### config.mk
export PLATFORM = sky130hd
export DESIGN_NAME = combiner_arbiter_flat
export DESIGN_NICKNAME = d
export VERILOG_FILES = /design/src/rtl/combiner_pkg.sv /design/src/rtl/combiner_arbiter_if.sv /design/src/rtl/combiner_rr_pick.sv /design/src/rtl/combiner_arbiter.sv /design/src/flat_wrapper.sv
export SDC_FILE = /design/constraint.sdc
export NUM_CORES = 1
export LEC_CHECK = 0
export BUFFER_PORTS_ARGS = -buffer_cell sky130_fd_sc_hd__buf_2
export CORE_MARGIN = 2
export CORE_UTILIZATION = 43
export CTS_CLUSTER_SIZE = 28
export DETAILED_ROUTE_END_ITERATION = 10
export PLACE_DENSITY = 0.75
export SLEW_MARGIN = 20
export SYNTH_ARGS = -nofsm -noshare
export SYNTH_HDL_FRONTEND = slang
export SYNTH_SLANG_ARGS = --single-unit
### constraint.sdc
create_clock -name clk -period 1.5 [get_ports clk]
set_input_delay 0.075 -clock clk [delete_from_list [all_inputs] [get_ports clk]]
set_output_delay 0.075 -clock clk [all_outputs]
set_load 0.005 [all_outputs]
### src/rtl/combiner_pkg.sv
// combiner_pkg: shared state encoding and source-index width helper for the combiner arbiter
package combiner_pkg;

    typedef enum logic {IDLE, GRANT} state_t;

    function automatic int src_w(input int n);
        return (n <= 2) ? 1 : $clog2(n);
    endfunction

endpackage

### src/rtl/combiner_arbiter_if.sv
// combiner_arbiter_if: requester-side and sink-side valid/ready bundle of the combiner arbiter
interface combiner_arbiter_if
    import combiner_pkg::*;
#(
    parameter int NUM_REQ = 3,
    parameter int DATA_W  = 8
) ();

    localparam int SRC_W = src_w(NUM_REQ);

    logic [NUM_REQ-1:0]        req_valid;
    logic [NUM_REQ*DATA_W-1:0] req_data;
    logic [NUM_REQ-1:0]        req_ready;
    logic                      out_valid;
    logic [DATA_W-1:0]         out_data;
    logic [SRC_W-1:0]          out_src;
    logic                      out_ready;

    modport master (
        input  req_valid, req_data, out_ready,
        output req_ready, out_valid, out_data, out_src
    );

    modport slave (
        output req_valid, req_data, out_ready,
        input  req_ready, out_valid, out_data, out_src
    );

endinterface

### src/rtl/combiner_rr_pick.sv
// combiner_rr_pick: combinational round-robin pick of the first valid index at/after ptr
module combiner_rr_pick
    import combiner_pkg::*;
#(
    parameter int NUM_REQ = 3,
    parameter int SRC_W   = src_w(NUM_REQ)
) (
    input  logic [NUM_REQ-1:0] valid,
    input  logic [SRC_W-1:0]   ptr,
    output logic [SRC_W-1:0]   winner,
    output logic               any_valid
);

    // Scan the wrapped order backwards so the last write is the nearest valid at/after ptr
    always_comb begin
        winner = '0;
        for (int i = NUM_REQ - 1; i >= 0; i--)
            if (valid[(int'(ptr) + i) % NUM_REQ]) winner = SRC_W'((int'(ptr) + i) % NUM_REQ);
    end

    assign any_valid = |valid;

endmodule

### src/rtl/combiner_arbiter.sv
// combiner_arbiter: round-robin burst arbiter feeding one registered output channel
// Optional OR-merge path enabled by defining COMBINER_ARB_OR_MERGE_EN.
module combiner_arbiter
    import combiner_pkg::*;
#(
    parameter int NUM_REQ   = 3,
    parameter int DATA_W    = 8,
    parameter int MAX_BURST = 4
) (
    input  logic                 clk,
    input  logic                 rst_n,
    input  logic                 enable,
`ifdef COMBINER_ARB_OR_MERGE_EN
    input  logic                 merge_mode,
`endif
    combiner_arbiter_if.master   bus,
    output logic                 busy
);

    localparam int SRC_W = src_w(NUM_REQ);
    localparam int CNT_W = $clog2(MAX_BURST + 1);

    state_t             state, state_nx;
    logic [SRC_W-1:0]   owner, rr_ptr, winner;
    logic [CNT_W-1:0]   beat_cnt;
    logic               any_valid, slot_free, accept;
    logic               merge_go;
    logic [DATA_W-1:0]  merge_data;
    logic [SRC_W-1:0]   merge_src;

    combiner_rr_pick #(.NUM_REQ(NUM_REQ), .SRC_W(SRC_W)) u_pick (
        .valid     (bus.req_valid),
        .ptr       (rr_ptr),
        .winner    (winner),
        .any_valid (any_valid)
    );

    assign slot_free = !bus.out_valid || bus.out_ready;

`ifdef COMBINER_ARB_OR_MERGE_EN
    logic low_any;

    // Lowest valid index is a round-robin pick anchored at zero
    combiner_rr_pick #(.NUM_REQ(NUM_REQ), .SRC_W(SRC_W)) u_low (
        .valid     (bus.req_valid),
        .ptr       ('0),
        .winner    (merge_src),
        .any_valid (low_any)
    );

    assign merge_go = merge_mode && enable && slot_free && low_any;

    // Bitwise OR of every valid requester's beat
    always_comb begin
        merge_data = '0;
        for (int i = 0; i < NUM_REQ; i++)
            merge_data = merge_data | (bus.req_valid[i] ? bus.req_data[i*DATA_W +: DATA_W] : '0);
    end
`else
    assign merge_go   = 1'b0;
    assign merge_data = '0;
    assign merge_src  = '0;
`endif

    // Next state, per-requester ready and beat acceptance
    always_comb begin
        state_nx      = state;
        bus.req_ready = '0;
        accept        = 1'b0;
        if (state == IDLE) begin
            if (merge_go) bus.req_ready = bus.req_valid;
            else if (enable && any_valid) state_nx = GRANT;
        end else begin
            bus.req_ready[owner] = enable && slot_free;
            accept = bus.req_valid[owner] && enable && slot_free;
            if (!bus.req_valid[owner] || (accept && beat_cnt == CNT_W'(MAX_BURST - 1)))
                state_nx = IDLE;
        end
    end

    // State, grant bookkeeping and the output register
    always_ff @(posedge clk or negedge rst_n) begin
        if (!rst_n) begin
            state         <= IDLE;
            owner         <= '0;
            rr_ptr        <= '0;
            beat_cnt      <= '0;
            bus.out_valid <= 1'b0;
            bus.out_data  <= '0;
            bus.out_src   <= '0;
        end else begin
            state <= state_nx;
            if (state == IDLE && state_nx == GRANT) begin
                owner    <= winner;
                beat_cnt <= '0;
            end else if (accept) begin
                beat_cnt <= beat_cnt + 1'b1;
            end
            if (state == GRANT && state_nx == IDLE)
                rr_ptr <= (int'(owner) == NUM_REQ - 1) ? '0 : owner + 1'b1;
            if (accept) begin
                bus.out_valid <= 1'b1;
                bus.out_data  <= bus.req_data[int'(owner)*DATA_W +: DATA_W];
                bus.out_src   <= owner;
            end else if (merge_go) begin
                bus.out_valid <= 1'b1;
                bus.out_data  <= merge_data;
                bus.out_src   <= merge_src;
            end else if (bus.out_ready) begin
                bus.out_valid <= 1'b0;
            end
        end
    end

    assign busy = (state != IDLE) || bus.out_valid;

endmodule

### src/flat_wrapper.sv
// flat-port wrapper written by rule: the top's interface ports become plain ports
module combiner_arbiter_flat import combiner_pkg::*;
#(
    parameter int NUM_REQ   = 3,
    parameter int DATA_W    = 8,
    parameter int MAX_BURST = 4
)
  (clk, rst_n, enable, busy, bus_req_valid, bus_req_data, bus_out_ready, bus_req_ready, bus_out_valid, bus_out_data, bus_out_src);
  combiner_arbiter_if #(.NUM_REQ(NUM_REQ), .DATA_W(DATA_W)) bus_i ();
  input  logic clk;
  input  logic rst_n;
  input  logic enable;
  output logic busy;
  input wire logic [$bits(bus_i.req_valid)-1:0] bus_req_valid;
  input wire logic [$bits(bus_i.req_data)-1:0] bus_req_data;
  input wire logic [$bits(bus_i.out_ready)-1:0] bus_out_ready;
  output wire logic [$bits(bus_i.req_ready)-1:0] bus_req_ready;
  output wire logic [$bits(bus_i.out_valid)-1:0] bus_out_valid;
  output wire logic [$bits(bus_i.out_data)-1:0] bus_out_data;
  output wire logic [$bits(bus_i.out_src)-1:0] bus_out_src;
  assign bus_i.req_valid = bus_req_valid;
  assign bus_i.req_data = bus_req_data;
  assign bus_i.out_ready = bus_out_ready;
  assign bus_req_ready = bus_i.req_ready;
  assign bus_out_valid = bus_i.out_valid;
  assign bus_out_data = bus_i.out_data;
  assign bus_out_src = bus_i.out_src;
  combiner_arbiter #(.NUM_REQ(NUM_REQ), .DATA_W(DATA_W), .MAX_BURST(MAX_BURST)) u_core (.clk(clk), .rst_n(rst_n), .enable(enable), .bus(bus_i), .busy(busy));
endmodule
# == After elaboration in Yosys (flattened, before gate mapping) ==
# Cells that the tools add are included.
# word_totals
register_bits,19
output_inout_bits,15
wordCells,67
# classes
shifts,1
n_bitwise,3
eq_ne,2
n_mux,26
reduce_logical,16
div_mod_pow,3
n_addsub,4
magnitude_cmp,5
# ops
cell,count
"less-than comparator 32 x 4 -> 1 bit, second input constant",3
"modulo 32 x 3 -> 32 bit, second input constant",2
"modulo 3 x 3 -> 32 bit, second input constant",1
indexed part select 24 x 6 -> 8 bit,1
two-way mux 1 bit,14
two-way mux 3 bit,3
binary-select mux 1 bit (select 2 bit),4
logical AND 1 bit,8
two-way mux 2 bit,4
nonzero test 2 bit,2
"adder 2 x 1 -> 3 bit, second input constant",1
"adder 2 x 2 -> 3 bit, second input constant",1
"adder 3 x 1 -> 3 bit, second input constant",1
bitwise AND 3 bit,1
"== test 3 x 2 -> 1 bit, second input constant",1
logical OR 1 bit,3
"less-than comparator 2 x 3 -> 1 bit, second input constant",1
OR reduction 3 bit,1
"adder 2 x 1 -> 2 bit, second input constant",1
demux 1 bit (select 2 bit),1
"== test 2 bit, second input constant",1
">= comparator 2 x 1 -> 1 bit, second input constant",1
zero test 1 bit,2
inverter 1 bit,2

# == Depth between registers and ports, before layout ==
# Gate-level depths: netlist of the first run.
# logic_depth
depth_word,10
ltp_mapped,7
depth_no_buf,6

# == Hierarchy ==
# From an unflattened synthesis of the first run, not the netlist that was laid out.
# unflattened
cells_unflattened,111
hier_area_um2,1196.1
# by_module_without_submodules
mod,area_each_um2,cells_per_inst,n_inst,seq_area_each_um2
combiner_arbiter,1046.0,91,1,475.5
combiner_rr_pick,150.1,20,1,0.0

# == Least setup slack after synthesis of the first run ==
# OpenSTA, ideal clock, no wires.
# synth_path
path_kind,reg2reg
startpoint,register u_core.owner[1]
endpoint,register u_core.bus.out_data[0]
path_buffers,3
path_stages_with_launch,8
synth_period_minus_slack_ps,1486
required_time_ps,1375
t_arrival_ps,1361
slack_ps,14
cell_sequence,dfrtp_1 > buf_6 > mux2i_1 > o21ai_2 > nand2b_1 > buf_6 > buf_12 > mux2_4
# synth_via
elab_chain_len,5
elab_cells_between_ends,6
classes_between,1 x shift; 3 x mux; 2 x reduce/logical
# synth_rtl
item,line,rtl
"start, declared",combiner_arbiter.sv:24,"logic [SRC_W-1:0] owner, rr_ptr, winner;"
"start signal, assigned",combiner_arbiter.sv:94,owner <= winner;
branches (longest 5 deep; another with indexed part select 24 x 6 -> 8 bit),n/a,
"end signal, assigned",combiner_arbiter.sv:103,bus.out_data <= bus.req_data[int'(owner)*DATA_W +: DATA_W];
"end signal, assigned",combiner_arbiter.sv:107,bus.out_data <= merge_data;
"end, declared",combiner_arbiter_if.sv:21,"output req_ready, out_valid, out_data, out_src"
# Parallel ways; which one is timed is not known. The select of a mux whose other input is x is not followed.
# A chain may end at the register's enable or synchronous reset.

# == Final worst setup path of the first run ==
# layout_path
startpoint,register u_core.bus.out_valid
endpoint,output port bus_req_ready[0]
# layout_via
elab_chain_len,5
# layout_rtl
item,line,rtl
"start, declared",combiner_arbiter_if.sv:21,
"start signal, assigned",combiner_arbiter.sv:88,bus.out_valid <= 1'b0;
"start signal, assigned",combiner_arbiter.sv:102,bus.out_valid <= 1'b1;
"start signal, assigned",combiner_arbiter.sv:106,bus.out_valid <= 1'b1;
zero test 1 bit,combiner_arbiter.sv:38,assign slot_free = !bus.out_valid || bus.out_ready;
logical OR 1 bit,combiner_arbiter.sv:38,
logical AND 1 bit,combiner_arbiter.sv:74,bus.req_ready[owner] = enable && slot_free;
bitwise AND 3 bit (no line),n/a,
two-way mux 3 bit,combiner_arbiter.sv:70,if (state == IDLE) begin
"end, declared",flat_wrapper.sv:17,output wire logic [$bits(bus_i.req_ready)-1:0] bus_req_ready;
# Every way passes these cells.

==> impl_metrics.yaml, run 1 <==
grt:
  antenna_found_initial: 0
  first_global_vias: 1010
  grt_remaining_overflow: 0
  grt_max_degree: 20
  grt_usage: 0.1859
  grt_pass1_wl_mm: 4.602
power_and_ir_drop:
  p_leak_nw: 0.8148
  ir_worst_vdd_mv: 0.9946
  power_density_nw_per_um2: 1754
layout:
  mostFrequentLayoutCell: "buf_2"
  fillerInstances: 198
  final_cell_mix: "45 x buf_2, 18 x dfrtp_1, 16 x nand2_1, 12 x mux2i_1"
  layout-drive-gt1-share: 0.5000
  antenna_cells: 0
  final_nets: 203
  area_growth_pct: 36.52
die:
  core_um2: 2500
  fp.dieW_um: 55.74
  initial_core_util: 0.4605
  rows: 18
  io_pins: 46
  die_y_um: 55.74
  dieArea_um2: 3107
timing:
  finalClockSkew_ns: 0.0007357
  period_share: 0.9784
  worst_slew_pin_slew_ns: 0.9037
  layout_min_cycle_time_ns: 1.468
  setup-violations-final: 0
  drv_slew: 0
  clock.fmax_mhz: 681.4
  finalSetupTns_ns: 0
  slew_headroom: 0.3880
  hold_viol: 0
  hold_ws_ns: 0.07888
  rsz0062_at_grt: "yes"
setup_path:
  path_class: "reg -> out"
  cp.required_ns: 1.42
  path_max_fanout: 3
  end_kind: "primary output"
  startpoint_type: "register"
  worst_ep_arrival_time_ns: 1.39
clock_network:
  cts.reportedPaths.clkPinSlew_ns: 0.10
  clock_sinks: 19
  cts-buffers-inserted: 3
  cts_buffer_depth: 2
  tritoncts: "done"
  root_buffer: "clkbuf_4"
  clk_latency_ns: 0.30
  htree_levels: 1
routing:
  ant_nets: 0
  vias: 989
  met3_length_um: 162
  viasPerCell: 5.046
  top_layer: "met4"
  wl_met2_mm: 1.323
  dr.first_iter.drc_count: 26
  drc: 0
  dr.pass1.iters: 4
  drt-wirelength-per-cell_um: 13.73
  m1WireLength_mm: 1.192
  totalWireLength_mm: 2.691
logic_synthesis:
  postSynthCellCount: 110
  synth_nets: 146
  netlist_area_um2: 1151
  yosys_warnings: 0
  synth_seq_cells: 19
  avgSynthCellArea_um2: 10.46
  synthDistinctLibCells: 26
  seq_area_frac_synth: 0.4130
placed_design:
  dp_hpwl_mm: 1.946
  io_buffers: 45
  gp_congestion: 0.8302
job:
  max_cap_violations: 0
outcome:
  status: "finished, final reports clean"
hold_path:
  hold_class: "in -> reg"
-- path summary, 6_finish.rpt --
path | depth (start not counted) | slack (ns) | startpoint | to
max reg2reg | 5 | 0.04 | u_core.owner[1] | u_core.bus.out_data[5]
max in group asynchronous | 2 | 0.96 | rst_n | u_core.owner[0]
min in group asynchronous | 2 | 0.23 | rst_n | u_core.bus.out_data[0]
min | 3 | 0.08 | bus_req_valid[2] | u_core.owner[1]
max | 5 | 0.03 | u_core.bus.out_valid | bus_req_ready[0]
min reg2reg | 1 | 0.51 | u_core.beat_cnt[0] | u_core.beat_cnt[0]
-- report_power, final --
group          internal [W]  switching, W
Clock              0.000104      0.000156
Sequential         0.000732      0.000159
Combinational      0.000905      0.000700
-- layout make-up --
cell class	count	area, um^2	share of cell area
Timing Repair Buffer	58	345.3	0.2197
Sequential cell	19	476.7	0.3033
Tap cell	30	37.54	0.02389
Multi-Input combinational cell	78	659.4	0.4196
Inverter	7	26.28	0.01672
Clock buffer	4	26.28	0.01672
-- state kept, by name, summed over array words and instances, names as in the netlist --
register / flops
u_core.beat_cnt: 3
u_core.bus.out_src: 2
u_core.owner: 2
u_core.bus.out_data: 8
u_core.rr_ptr: 2
u_core.state: 1
u_core.bus.out_valid: 1
-- kinds of logic after synthesis --
logic type      after synthesis  share of synthesized area
compound gates               19                    0.09891
fa+ha+maj                     5                    0.05435
buf+inv                      13                    0.07065
flops                        19                     0.4130
mux                          24                     0.2413
simple gates                 30                     0.1217
-- worst max-delay path, stage by stage, from the launching register on --
cell      delay (ns)
dfrtp_1         0.40
nand2b_1        0.13
nand3_2         0.09
buf_6           0.14
nor3_1          0.17
buf_2           0.15
-- stage by stage --
step                instances  area [um^2]  setup slack, ns  power (W)  utilization
floorplan                 110         1151          0.01376   0.001795            -
global placement          189         1446          0.08573   0.002218       0.5786
detailed placement        189         1446        -0.002857   0.002270       0.5786
CTS                       195         1519          0.02346   0.002637       0.6076
global route              196         1572         -0.07778   0.002984       0.6286
finish                    196         1572          0.03243   0.002756       0.6286
-- cells in the mapped netlist --
cell | number | area share
nand3b_1 | 1 | 0.0065
a211oi_1 | 1 | 0.0065
o221ai_1 | 1 | 0.0076
o21ai_2 | 1 | 0.0076
nor3b_1 | 1 | 0.0065
buf_6 | 2 | 0.020
mux2_4 | 6 | 0.078
nor2_1 | 2 | 0.0065
mux2_2 | 6 | 0.059
inv_1 | 7 | 0.023
o211ai_1 | 2 | 0.013
nand2b_1 | 3 | 0.016
o21ai_0 | 10 | 0.043
or2_2 | 1 | 0.0054
nor2b_1 | 2 | 0.011
a21oi_1 | 3 | 0.013
dfrtp_1 | 19 | 0.41
nand2_1 | 16 | 0.052
nand3_1 | 3 | 0.013
mux2i_1 | 12 | 0.10
ha_1 | 5 | 0.054
nor3_1 | 1 | 0.0043
o311ai_1 | 1 | 0.0076
clkbuf_1 | 2 | 0.0065
buf_12 | 1 | 0.017
buf_2 | 1 | 0.0043
-- metal layers --
layer  global-route usage  vias up
met5                    0        -
met4              0.04181        0
met3              0.05581        2
met2               0.3214       35
met1               0.2269      460
li1                     -      492
-- repair_timing --
item / CTS / global route
endpoints found under the setup margin: 3 / 16
gates resized for setup: 5 / 12
pin swaps: 0 / 2
hold buffers: 1 / 0
cloned: 0 / 0
setup buffers: 1 / 2
endpoints found under the hold margin: 19 / 0
No activity file was read; power rests on OpenSTA's default activity.
==> run 2, diff against run 1 <==
- CTS_CLUSTER_DIAMETER: unset -> 200
- SETUP_SLACK_MARGIN: unset -> 0.5
==> run 2 against run 1 <==
Compared with the run above: register-to-register slack hardly changed; via count rose by 9.2%; non-clock buffer count increased by 9; setup slack got worse by 0.014 ns; total power is 20% higher; hold slack lost 0.022 ns; critical path depth unchanged; cell count is 4.6% higher; clock power barely moved; clock skew increased by 0.00060 ns; largest cell class unchanged; final area rose by 14%.
==> impl_metrics.yaml, run 2 (same netlist as run 1, synthesis figures left out) <==
grt:
  grt_max_degree: 20
  grt_remaining_overflow: 0
  grt_usage: 0.2076
  first_global_vias: 1148
  grt_pass1_wl_mm: 5.175
  antenna_found_initial: 0
clock_network:
  clock_sinks: 19
  cts-buffers-inserted: 3
  tritoncts: "done"
  cts.reportedPaths.clkPinSlew_ns: 0.10
  clk_latency_ns: 0.30
  cts_buffer_depth: 2
  htree_levels: 1
  root_buffer: "clkbuf_4"
placed_design:
  dp_hpwl_mm: 2.081
  place_ws_ns: 0.03045
  gp_congestion: 0.8753
  place_area_um2: 1429
  io_buffers: 45
layout:
  mostFrequentLayoutCell: "buf_2"
  area_growth_pct: 55.00
  fin_area_um2: 1784
  post-route-util: 0.7137
  final_nets: 212
  antenna_cells: 0
  largest_reg_flops: 8
  top_regs: "u_core.bus.out_data (8), u_core.beat_cnt (3)"
  layout-drive-gt1-share: 0.6114
  regMostFlops: "u_core.bus.out_data"
  final_cell_mix: "43 x buf_2, 17 x dfrtp_1, 14 x nand2_1, 12 x mux2_4, 12 x buf_4"
power_and_ir_drop:
  power_density_nw_per_um2: 1856
  power_switching_w: 0.001212
  seq_power_share: 0.278
  p_leak_nw: 0.8895
  switching_share: 0.3661
  ir_worst_vdd_mv: 1.202
  p_comb_frac: 0.643
  pwr-share-clk: 0.079
  internal-power_w: 0.002099
die:
  fp.dieW_um: 55.74
  core_um2: 2500
  io_pins: 46
  initial_core_util: 0.4605
  dieArea_um2: 3107
  die_y_um: 55.74
  rows: 18
timing:
  rsz0062_at_grt: "yes"
  drv_slew: 0
  finalSetupTns_ns: 0
  worst_slew_pin_slew_ns: 1.096
  hold_ws_ns: 0.05703
  period_share: 0.9878
  finalClockSkew_ns: 0.001333
  clock.fmax_mhz: 674.9
  hold_viol: 0
  setup-violations-final: 0
  slew_headroom: 0.2578
  layout_setup_ws_ns: 0.01828
  layout_min_cycle_time_ns: 1.482
setup_path:
  end_kind: "primary output"
  cpPeakStageDelay_ns: 0.44
  worst_ep_arrival_time_ns: 1.41
  path_cells: "buf_6 > nor2b_2 > buf_4 > nor2b_2 > buf_2"
  startpoint_type: "register"
  r2r-start: "u_core.owner[0]"
  crit_slowest_cell: "dfrtp_1"
  path_class: "reg -> out"
  cp.required_ns: 1.42
  path_max_fanout: 4
  cpMostUsedCell: "nor2b_2"
  crit_start: "u_core.owner[1]"
outcome:
  status: "finished, final reports clean"
routing:
  dr.first_iter.drc_count: 19
  totalWireLength_mm: 3.207
  vias: 1080
  viasPerCell: 5.268
  drc: 0
  drt-wirelength-per-cell_um: 15.64
  ant_nets: 0
  dr.pass1.iters: 4
hold_path:
  hp-start: "bus_req_valid[1]"
  hold_class: "in -> reg"
job:
  max_cap_violations: 0
==> run 2: what timing repair did <==
action | in CTS | in global routing
pin swaps | 6 | 6
endpoints found under the setup margin | 23 | 24
hold buffers | 1 | 0
hold endpoints to repair | 19 | 0
buffers inserted | 8 | 5
gates cloned | 1 | 0
gates resized for setup | 21 | 23
==> run 2: worst paths after layout <==
| check | to | slack (ns) | depth (start not counted) |
|---|---|---|---|
| max | bus_req_ready[1] | 0.02 | 5 |
| min | u_core.owner[0] | 0.06 | 3 |
| max reg2reg | u_core.bus.out_data[6] | 0.03 | 6 |
| min reg2reg | u_core.bus.out_data[3] | 0.53 | 1 |
| max in group asynchronous | u_core.rr_ptr[1] | 0.94 | 2 |
| min in group asynchronous | u_core.bus.out_data[0] | 0.23 | 2 |
==> run 2: metal layers <==
metal | vias to the layer above | share of wire | track usage
met5 | - | 0 | 0
met4 | 0 | 0.0031 | 0.02787
met3 | 2 | 0.067 | 0.06512
met2 | 41 | 0.52 | 0.3690
met1 | 523 | 0.41 | 0.2511
li1 | 514 | - | -
==> run 2: power by group through the flow <==
stage / Sequential, W / Clock [W] / Combinational, W
after floorplan: 0.000880 / 0 / 0.000968
after global placement: 0.000886 / 0 / 0.00132
after detailed placement: 0.000906 / 0 / 0.00138
after CTS: 0.000906 / 0.000266 / 0.00183
after global routing: 0.000946 / 0.000289 / 0.00230
final: 0.000920 / 0.000261 / 0.00213
==> run 2: stage by stage <==
| step | instances | power (W) |
|---|---|---|
| after floorplan | 110 | 0.001848 |
| after global placement | 186 | 0.002204 |
| after detailed placement | 186 | 0.002283 |
| after CTS | 200 | 0.003005 |
| after global routing | 205 | 0.003540 |
| final | 205 | 0.003311 |
==> run 2: area by class of cell <==
| type | instances | area [um^2] |
|---|---|---|
| tap | 30 | 37.54 |
| timing repair buffer | 67 | 469.2 |
| sequential | 19 | 478.0 |
| inverter | 7 | 26.28 |
| fill | 169 | 715.7 |
| clock buffer | 4 | 26.28 |
| multi-input combinational | 78 | 747.0 |
==> run 2: critical path: cells and delay by family, from the launching register on <==
family	cells	cell delay (ns)
DFF	1	0.44
buffers and inverters	3	0.40
and+or+nand+nor	2	0.26
==> run 3, diff against run 2 <==
- CORE_UTILIZATION: 43 -> 36
- PLACE_DENSITY: 0.75 -> 0.65
==> run 3 against run 2 <==
Compared with the run above: sequential share of layout area is 0.67 points higher; combinational power is 11% lower; fmax is 1.7% higher; setup slack better by 0.025 ns; via count is 2.2% lower; critical path depth stayed put; cell count is 6.3% higher; die area is 18% higher; final area is 2.5% lower; utilization is 14 points lower; highest routed layer unchanged; flip-flop and latch count stayed put.
==> impl_metrics.yaml, run 3 (same netlist as run 1, synthesis figures left out) <==
outcome:
  status: "finished, final reports clean"
clock_network:
  htree_levels: 1
  cts-buffers-inserted: 3
  cts.reportedPaths.clkPinSlew_ns: 0.11
  tritoncts: "done"
  root_buffer: "clkbuf_4"
  cts_buffer_depth: 2
  clock_sinks: 19
  clk_latency_ns: 0.30
grt:
  grt_remaining_overflow: 0
  grt_use_met1: 0.1653
  antenna_found_initial: 0
  first_global_vias: 1109
  busiest_layer: "met2"
  grt_max_degree: 20
  grt_pass1_wl_mm: 4.602
  use_met2: 0.3416
  use_met3: 0.03625
  grt_usage: 0.1694
routing:
  dr.pass1.iters: 4
  dr.first_iter.drc_count: 10
  viasPerCell: 4.844
  drc: 0
  drt-wirelength-per-cell_um: 13.50
  vias: 1056
  ant_nets: 0
  totalWireLength_mm: 2.944
timing:
  layout_setup_ws_ns: 0.04288
  hold_viol: 0
  clock.fmax_mhz: 686.3
  setup-violations-final: 0
  period_share: 0.9714
  slew_headroom: 0.3318
  layout_min_cycle_time_ns: 1.457
  finalClockSkew_ns: 0.002755
  drv_slew: 0
  worst_slew_pin_slew_ns: 0.9867
  rsz0062_at_grt: "yes"
setup_path:
  cpPeakStageDelay_ns: 0.42
  cp_top_family: "multiplexers"
  startpoint_type: "register"
  worst_ep_arrival_time_ns: 1.65
  cp_num_buf_inv: 1
  path_max_fanout: 4
  end_kind: "register"
  crit_start: "u_core.owner[1]"
  r2r-start: "u_core.owner[1]"
  path_class: "reg -> reg"
  crit_slowest_cell: "dfrtp_1"
  path_cells: "mux2i_1 > o21ai_2 > nand2b_1 > buf_4 > mux2_2"
  cp.required_ns: 1.70
layout:
  top_regs: "u_core.bus.out_data (8), u_core.beat_cnt (3)"
  layout-drive-gt1-share: 0.5920
  regMostFlops: "u_core.bus.out_data"
  largest_reg_flops: 8
  mostFrequentLayoutCell: "buf_2"
  antenna_cells: 0
  fin_area_um2: 1740
  final_cell_mix: "43 x buf_2, 17 x dfrtp_1, 14 x nand2_1, 12 x mux2i_1, 12 x buf_4"
  final_nets: 211
  area_growth_pct: 51.20
hold_path:
  hold_class: "in -> reg"
  hp-start: "bus_req_valid[2]"
die:
  initial_core_util: 0.3770
  dieArea_um2: 3666
  die_y_um: 60.55
  io_pins: 46
  fp.dieW_um: 60.55
  rows: 20
  core_um2: 3053
power_and_ir_drop:
  p_leak_nw: 0.8514
  ir_worst_vdd_mv: 0.7248
  power_density_nw_per_um2: 1757
placed_design:
  gp_congestion: 0.8158
  dp_hpwl_mm: 2.133
  io_buffers: 45
  place_ws_ns: 0.04309
  place_area_um2: 1461
job:
  max_cap_violations: 0
run 3: metal layers:
metal	vias to the layer above	share of wire
met4	0	0.012
li1	511	-
met3	4	0.044
met5	-	0
met2	29	0.55
met1	512	0.39
run 3: stage by stage:
step	std cells	power, W	hold WS (ns)	util	TNS (ns)
after floorplan	110	0.001848	-0.2206	-	0
after global placement	202	0.002244	0.03662	0.4787	0
after detailed placement	202	0.002314	0.04453	0.4787	0
after CTS	214	0.002855	0.07507	0.5410	0
after global routing	218	0.003271	0.07835	0.5701	-0.4673
final	218	0.003058	0.08098	0.5701	0
run 3: path summary, 6_finish.rpt:
kind / endpoint / slack [ns] / depth (start not counted)
min in group asynchronous: u_core.bus.out_data[2] / 0.24 / 2
setup / recovery: u_core.bus.out_data[6] / 0.04 / 5
setup reg to reg: u_core.bus.out_data[6] / 0.04 / 5
max in group asynchronous: u_core.owner[0] / 0.93 / 2
hold / removal: u_core.owner[1] / 0.08 / 3
hold reg to reg: u_core.bus.out_data[7] / 0.52 / 1
run 3: worst min-delay path: cells and delay by family:
| family | cells | cell delay, ns |
|---|---|---|
| buffers and inverters | 1 | 0.13 |
| AOI/OAI and AO/OA | 2 | 0.15 |
run 3: power breakdown:
part / total (W) / switching [W] / internal [W]
logic: 0.00189 / 0.000797 / 0.00110
registers: 0.000901 / 0.000167 / 0.000734
clock network: 0.000263 / 0.000159 / 0.000104
run 3: what timing repair did:
item,in CTS,in global routing
hold buffers,1,0
hold endpoints to repair,19,0
setup endpoints to repair,23,23
pin swaps,8,5
setup buffers,7,4
gates resized for setup,21,14
run 3: area by class of cell:
class | count | area (um^2)
Sequential cell | 19 | 478.0
Clock buffer | 4 | 26.28
Inverter | 7 | 26.28
Multi-Input combinational cell | 78 | 718.2
Timing Repair Buffer | 66 | 436.7
Fill cell | 285 | 1313
Tap cell | 44 | 55.05
